==> src/rtl/mem_delay_pkg.sv <==
// mem_delay_pkg: shared types and constants for the memory-latency port.
//   state_t                 FSM encoding (IDLE, WAIT, ISSUE, RESP)
//   LATENCY_MIN/MAX         legal LATENCY range
//   CNT_W                   latency counter width
//   lane_slice(word, idx)   extract one lane of a default-geometry word
package mem_delay_pkg;

    typedef enum logic [1:0] {
        IDLE  = 2'd0,
        WAIT  = 2'd1,
        ISSUE = 2'd2,
        RESP  = 2'd3
    } state_t;

    localparam int LATENCY_MIN = 1;
    localparam int LATENCY_MAX = 255;
    localparam int CNT_W       = 8;

    localparam int DEF_LANES  = 4;
    localparam int DEF_LANE_W = 8;

    function automatic logic [DEF_LANE_W-1:0] lane_slice(
        input logic [DEF_LANES*DEF_LANE_W-1:0] word,
        input int                              idx
    );
        return word[idx*DEF_LANE_W +: DEF_LANE_W];
    endfunction

endpackage

==> src/rtl/mem_delay_timer.sv <==
// mem_delay_timer: loadable 8-bit down-counter with zero flag.
//   clk, rst_b   clock / async active-high reset
//   load         load load_val (wins over dec)
//   load_val     value to load
//   dec          decrement by one; holds at zero
//   zero         count == 0
module mem_delay_timer
    import mem_delay_pkg::*;
(
    input  logic             clk,
    input  logic             rst_b,
    input  logic             load,
    input  logic [CNT_W-1:0] load_val,
    input  logic             dec,
    output logic             zero
);

    logic [CNT_W-1:0] cnt;

    always_ff @(posedge clk or posedge rst_b) begin
        if (rst_b)
            cnt <= '0;
        else if (load)
            cnt <= load_val;
        else if (dec && cnt != '0)
            cnt <= cnt - 1'b1;
    end

    assign zero = (cnt == '0);

endmodule

==> src/rtl/mem_delay_port.sv <==
// mem_delay_port: parametrised memory-latency model between the core and a
// combinational-read / synchronous-write data memory. One transaction in
// flight; request accepted in IDLE, issued to memory LATENCY cycles later,
// response held until consumed.
//   clk, rst_b                      clock / async active-high reset
//   req_valid/ready, req_we, req_addr, req_wdata, req_be   request channel
//   rsp_valid/ready, rsp_rdata      response channel
//   mem_addr, mem_wdata, mem_be, mem_we, mem_rdata          memory side
// Optional macro MEM_DELAY_PORT_STATS_EN adds saturating counters
// stat_reads, stat_writes, stat_stall_cycles.
module mem_delay_port
    import mem_delay_pkg::*;
#(
    parameter int ADDR_W  = 32,
    parameter int LANES   = 4,
    parameter int LANE_W  = 8,
    parameter int LATENCY = 4
) (
    input  logic                    clk,
    input  logic                    rst_b,
    input  logic                    req_valid,
    output logic                    req_ready,
    input  logic                    req_we,
    input  logic [ADDR_W-1:0]       req_addr,
    input  logic [LANES*LANE_W-1:0] req_wdata,
    input  logic [LANES-1:0]        req_be,
    output logic                    rsp_valid,
    input  logic                    rsp_ready,
    output logic [LANES*LANE_W-1:0] rsp_rdata,
    output logic [ADDR_W-1:0]       mem_addr,
    output logic [LANES*LANE_W-1:0] mem_wdata,
    output logic [LANES-1:0]        mem_be,
    output logic                    mem_we,
    input  logic [LANES*LANE_W-1:0] mem_rdata
`ifdef MEM_DELAY_PORT_STATS_EN
    ,
    output logic [31:0]             stat_reads,
    output logic [31:0]             stat_writes,
    output logic [31:0]             stat_stall_cycles
`endif
);

    if (LATENCY < LATENCY_MIN || LATENCY > LATENCY_MAX) begin : g_latency_range
        $error("mem_delay_port: LATENCY must be within 1..255");
    end

    // Acceptance edge itself counts as one cycle and ISSUE is entered on the
    // edge where the counter is already zero, hence LATENCY-2.
    localparam logic [CNT_W-1:0] LOAD_VAL = (LATENCY > 1) ? CNT_W'(LATENCY - 2) : '0;

    state_t           state;
    logic             we_q;
    logic [LANES-1:0] be_q;
    logic             cnt_zero;

    mem_delay_timer u_timer (
        .clk      (clk),
        .rst_b    (rst_b),
        .load     (state == IDLE && req_valid),
        .load_val (LOAD_VAL),
        .dec      (state == WAIT),
        .zero     (cnt_zero)
    );

    // mem_addr / mem_wdata double as the request latches, so they hold the
    // last accepted values outside ISSUE.
    always_ff @(posedge clk or posedge rst_b) begin
        if (rst_b) begin
            state     <= IDLE;
            req_ready <= 1'b1;
            rsp_valid <= 1'b0;
            rsp_rdata <= '0;
            mem_addr  <= '0;
            mem_wdata <= '0;
            mem_be    <= '0;
            mem_we    <= 1'b0;
            we_q      <= 1'b0;
            be_q      <= '0;
        end else begin
            case (state)
                IDLE: if (req_valid) begin
                    mem_addr  <= req_addr;
                    mem_wdata <= req_wdata;
                    we_q      <= req_we;
                    be_q      <= req_be;
                    req_ready <= 1'b0;
                    if (LATENCY == 1) begin
                        state  <= ISSUE;
                        mem_we <= req_we;
                        mem_be <= req_we ? req_be : '0;
                    end else begin
                        state  <= WAIT;
                    end
                end
                WAIT: if (cnt_zero) begin
                    state  <= ISSUE;
                    mem_we <= we_q;
                    mem_be <= we_q ? be_q : '0;
                end
                ISSUE: begin
                    // Capture happens on the same edge as the memory write,
                    // so writes return the pre-write contents.
                    rsp_rdata <= mem_rdata;
                    rsp_valid <= 1'b1;
                    mem_we    <= 1'b0;
                    mem_be    <= '0;
                    state     <= RESP;
                end
                RESP: if (rsp_ready) begin
                    rsp_valid <= 1'b0;
                    req_ready <= 1'b1;
                    state     <= IDLE;
                end
                default: state <= IDLE;
            endcase
        end
    end

`ifdef MEM_DELAY_PORT_STATS_EN
    always_ff @(posedge clk or posedge rst_b) begin
        if (rst_b) begin
            stat_reads        <= '0;
            stat_writes       <= '0;
            stat_stall_cycles <= '0;
        end else begin
            if (state == ISSUE && !we_q && stat_reads != '1)
                stat_reads <= stat_reads + 1'b1;
            if (state == ISSUE && we_q && stat_writes != '1)
                stat_writes <= stat_writes + 1'b1;
            if (req_valid && !req_ready && stat_stall_cycles != '1)
                stat_stall_cycles <= stat_stall_cycles + 1'b1;
        end
    end
`endif

endmodule

==> config.mk <==
export PLATFORM = sky130hd
export DESIGN_NAME = mem_delay_port
export DESIGN_NICKNAME = d
export VERILOG_FILES = /design/src/rtl/mem_delay_pkg.sv /design/src/rtl/mem_delay_timer.sv /design/src/rtl/mem_delay_port.sv
export SDC_FILE = /design/constraint.sdc
export NUM_CORES = 1
export LEC_CHECK = 0
export BUFFER_PORTS_ARGS = -buffer_cell sky130_fd_sc_hd__buf_4
export CAP_MARGIN = 20
export CORE_ASPECT_RATIO = 0.75
export CORE_UTILIZATION = 51
export DETAILED_ROUTE_END_ITERATION = 16
export GPL_TIMING_DRIVEN = 0
export HOLD_SLACK_MARGIN = 0.02
export PLACE_DENSITY = 0.85
export SYNTH_ARGS = -nofsm -noshare
export SYNTH_HDL_FRONTEND = slang
export SYNTH_SLANG_ARGS = --single-unit
==> constraint.sdc <==
create_clock -name clk -period 11.6 [get_ports clk]
set_input_delay 3.48 -clock clk [delete_from_list [all_inputs] [get_ports clk]]
set_output_delay 3.48 -clock clk [all_outputs]
set_load 0.03 [all_outputs]
==> summary.md <==
Final layout
- **Synth-to-Final Area Change** 49.4%
- **diodes inserted** 0
- **sequential cell area** 0.00295 mm^2
- **summed area of non-filler cells in the final layout** 0.00704 mm^2
- **final-layout fill cell count** 541
- **final net count** 792
- **Layout Utilization** 80.8%
- **area taken by multi-input logic gates** 0.00165 mm^2
- **fraction of layout instances using a drive strength above 1** 40.4%

Synth
- **mean cell area of the mapped netlist** 10.4 um^2
- **leading cell types by count after synthesis** sky130_fd_sc_hd__nand2_1, sky130_fd_sc_hd__dfrtp_1, sky130_fd_sc_hd__mux2_2
- **distinct cell type count after synthesis** 34
- **share of the synthesized area in the top cell type** 62.2%
- **most common flop cell mapped by yosys** sky130_fd_sc_hd__dfrtp_1
- **number of instances in the synthesized netlist** 453
- **total number of yosys warnings** 0
- **number of synthesized register bits** 118
- **Post-synth ARST share** 100%
- **number of synthesized flops with an enable pin** 0
- **most common cell in the synthesized netlist** sky130_fd_sc_hd__nand2_1
- **sequential fraction of the synthesis area** 62.7%
- **leading area contributor after synthesis** sky130_fd_sc_hd__dfrtp_1
- **number of nets in the synthesized netlist** 565
- **biggest area contributors in the synthesized netlist** sky130_fd_sc_hd__dfrtp_1, sky130_fd_sc_hd__nand2_1, sky130_fd_sc_hd__mux2_2
- **cell area after synthesis** 0.00471 mm^2

Die
- **Std-Cell Core Area** 0.00871 mm^2
- **die span in y** 85.2 um
- **horizontal die dimension** 113 um
- **Starting Density** 54.1%
- **I/O pin total** 208
- **area enclosed by the die boundary** 0.00963 mm^2
- **count of standard-cell rows** 29

Power and ir drop
- **power density cells** 139 mW/mm^2
- **standby leakage power** 4.02 nW
- **Worst IR Drop VDD** 0.100 mV

Route
- **DR DRC count** 0
- **DRC violation total after the first TritonRoute iteration** 216
- **via count** 4,062
- **WL per Instance** 15.8 um
- **sum of routed wire length over all layers** 12,700 um
- **drt first pass iters** 4
- **antenna violation net count after detailed routing** 0
- **via density per instance** 5.07

Clock network
- **number of clock sinks** 118
- **post-CTS sizing** 0
- **Post-CTS Hold Fix Bufs** 0
- **Clock transition at path regs** 0.05 ns
- **clock buffers created by TritonCTS** 17
- **Post-CTS Setup Inserts** 0
- **cell at the root of the clock tree** sky130_fd_sc_hd__clkbuf_16
- **TritonCTS clock tree** built
- **Clk Latency, worst-skew pair** 0.41 ns
- **CTS max path bufs** 2
- **H-tree Lvls** 4

GRT
- **first-pass GRT wire length** 20,100 um
- **number of global-route vias before repair** 4,212
- **global-route usage over all layers** 27.6%
- **number of antenna violations at the first check in global routing** 0
- **pin count of the biggest net entering global routing** 76
- **global route overflow** 0

Critical path
- **required time at the worst-slack endpoint** 8.12 ns
- **cell with the largest stage delay on the worst path** sky130_fd_sc_hd__dfstp_2
- **worst reg-to-reg setup slack** 9.35 ns
- **CP top delay family** flip-flops
- **stage delay of the slowest cell on the critical path** 0.55 ns
- **worst reg2reg path endpoint** mem_wdata[17]$_DFFE_PP0P_
- **r2r startpoint** state[0]$_DFFE_PP0P_
- **largest fanout of any net on the critical path** 3
- **CP Buf/Inv Count** 1
- **Data arrival, critical path** 1.11 ns
- **number of cells traversed by the worst register-to-register path** 7
- **sort of element at the start of the critical path** register
- **element type at the critical path end** primary output
- **CP Class** reg2out
- **origin of the worst setup path** req_ready$_DFFE_PP1P_
- **cells along the critical path** buf_4
- **path length in cells of the critical path** 1
- **worst setup path endpoint** req_ready

Run
- **number of max-capacitance violations reported** 0

Placement
- **area after detailed placement** 0.00643 mm^2
- **Placer Congestion** 0.804
- **buffers added on ports** 207
- **sum of net half-perimeters after detailed placement** 9020 um

STA
- **Worst slew margin** 59.3%
- **period utilisation layout** 39.6%
- **RSZ-0062 raised after global routing** false
- **Max Freq** 218 MHz
- **post-route minimum period** 4.59 ns
- **final total negative setup slack** 0 ns
- **worst clock skew on the final layout** 0.00984 ns
- **transition time at the pin with the least slew margin** 0.611 ns
- **final hold violation count** 0
- **count of final max-slew check failures** 0
- **final setup fails** 0

Outcome
- **result of the run** finished clean

Min path
- **type of the tightest min-delay check** reg2reg

[worst min-delay path by stage]
stage	slack, ns	from	depth (start not counted)	end
after detailed placement	0.46	mem_wdata[7]$_DFFE_PP0P_	2	mem_wdata[7]$_DFFE_PP0P_
after CTS	0.48	mem_wdata[7]$_DFFE_PP0P_	2	mem_wdata[7]$_DFFE_PP0P_
after global placement	0.46	mem_wdata[8]$_DFFE_PP0P_	2	mem_wdata[8]$_DFFE_PP0P_
after floorplan	0.45	be_q[3]$_DFFE_PP0P_	2	be_q[3]$_DFFE_PP0P_
after global routing	0.49	mem_addr[4]$_DFFE_PP0P_	2	mem_addr[4]$_DFFE_PP0P_
final	0.47	mem_wdata[7]$_DFFE_PP0P_	2	mem_wdata[7]$_DFFE_PP0P_
[registers in the layout, summed over array words and instances (netlist names)]
signal / flops
mem_addr: 32
mem_wdata: 32
rsp_rdata: 32
u_timer.cnt: 8
be_q: 4
mem_be: 4
state: 2
mem_we: 1
req_ready: 1
rsp_valid: 1
we_q: 1
[per-layer routing]
| layer | up-vias | global-route usage, % | wire length, um |
|---|---|---|---|
| li1 | 1904 | - | - |
| met1 | 1981 | 32.6 | 5100 |
| met4 | 0 | 10.4 | 161 |
| met2 | 163 | 48.4 | 6400 |
| met5 | - | 0 | 0 |
| met3 | 14 | 8.00 | 990 |
[kinds of logic after synthesis]
kind of cell,share of synthesized area (%)
muxes,8.82
AOI/OAI and AO/OA,2.98
adders and majority gates,1.86
buffers and inverters,2.15
DFF,62.7
and+or+nand+nor,21.3
xor gates and xnor gates,0.186
[cell type report]
cell class                      count  share of cell area [%]
Sequential cell                   118                    42.0
Multi-Input combinational cell    308                    23.5
Timing Repair Buffer              208                    22.5
Clock buffer                       24                    7.27
Tap cell                          108                    1.92
Clock inverter                      8                    1.33
Buffer                             19                    1.01
Inverter                            8                   0.498
[stage by stage]
stage,hold slack [ns],total power (W),worst slack [ns],cells
finish,0.472,0.000976,7.01,801
global route,0.489,0.00100,6.87,801
CTS,0.477,0.000983,7.00,801
detailed placement,0.464,0.000457,6.60,769
global placement,0.460,0.000454,3.75,768
floorplan,0.446,0.000426,4.99,453
[power by group]
group,internal (W),leakage [nW],switching (W),total [W]
logic,0.0000233,2.10,0.0000139,0.0000371
clock network,0.000349,0.306,0.000178,0.000527
registers,0.000412,1.62,0,0.000412
total,0.000784,4.02,0.000192,0.000976
[cells in the final DEF (no fill, tap or decap), drive strengths merged, types with 2 or more instances in the layout]
cell,n
a21o,3
a21oi,4
and3,3
buf,209
bufinv,2
clkbuf,42
clkinv,6
dfrtp,117
ha,7
inv,8
mux2,33
mux2i,4
nand2,217
nand2b,2
nand3,2
nand3b,2
nor2,8
nor4b,2
o211ai,4
o21ai,2
or3,4
Note: power is estimated with default switching activity, not from simulation.
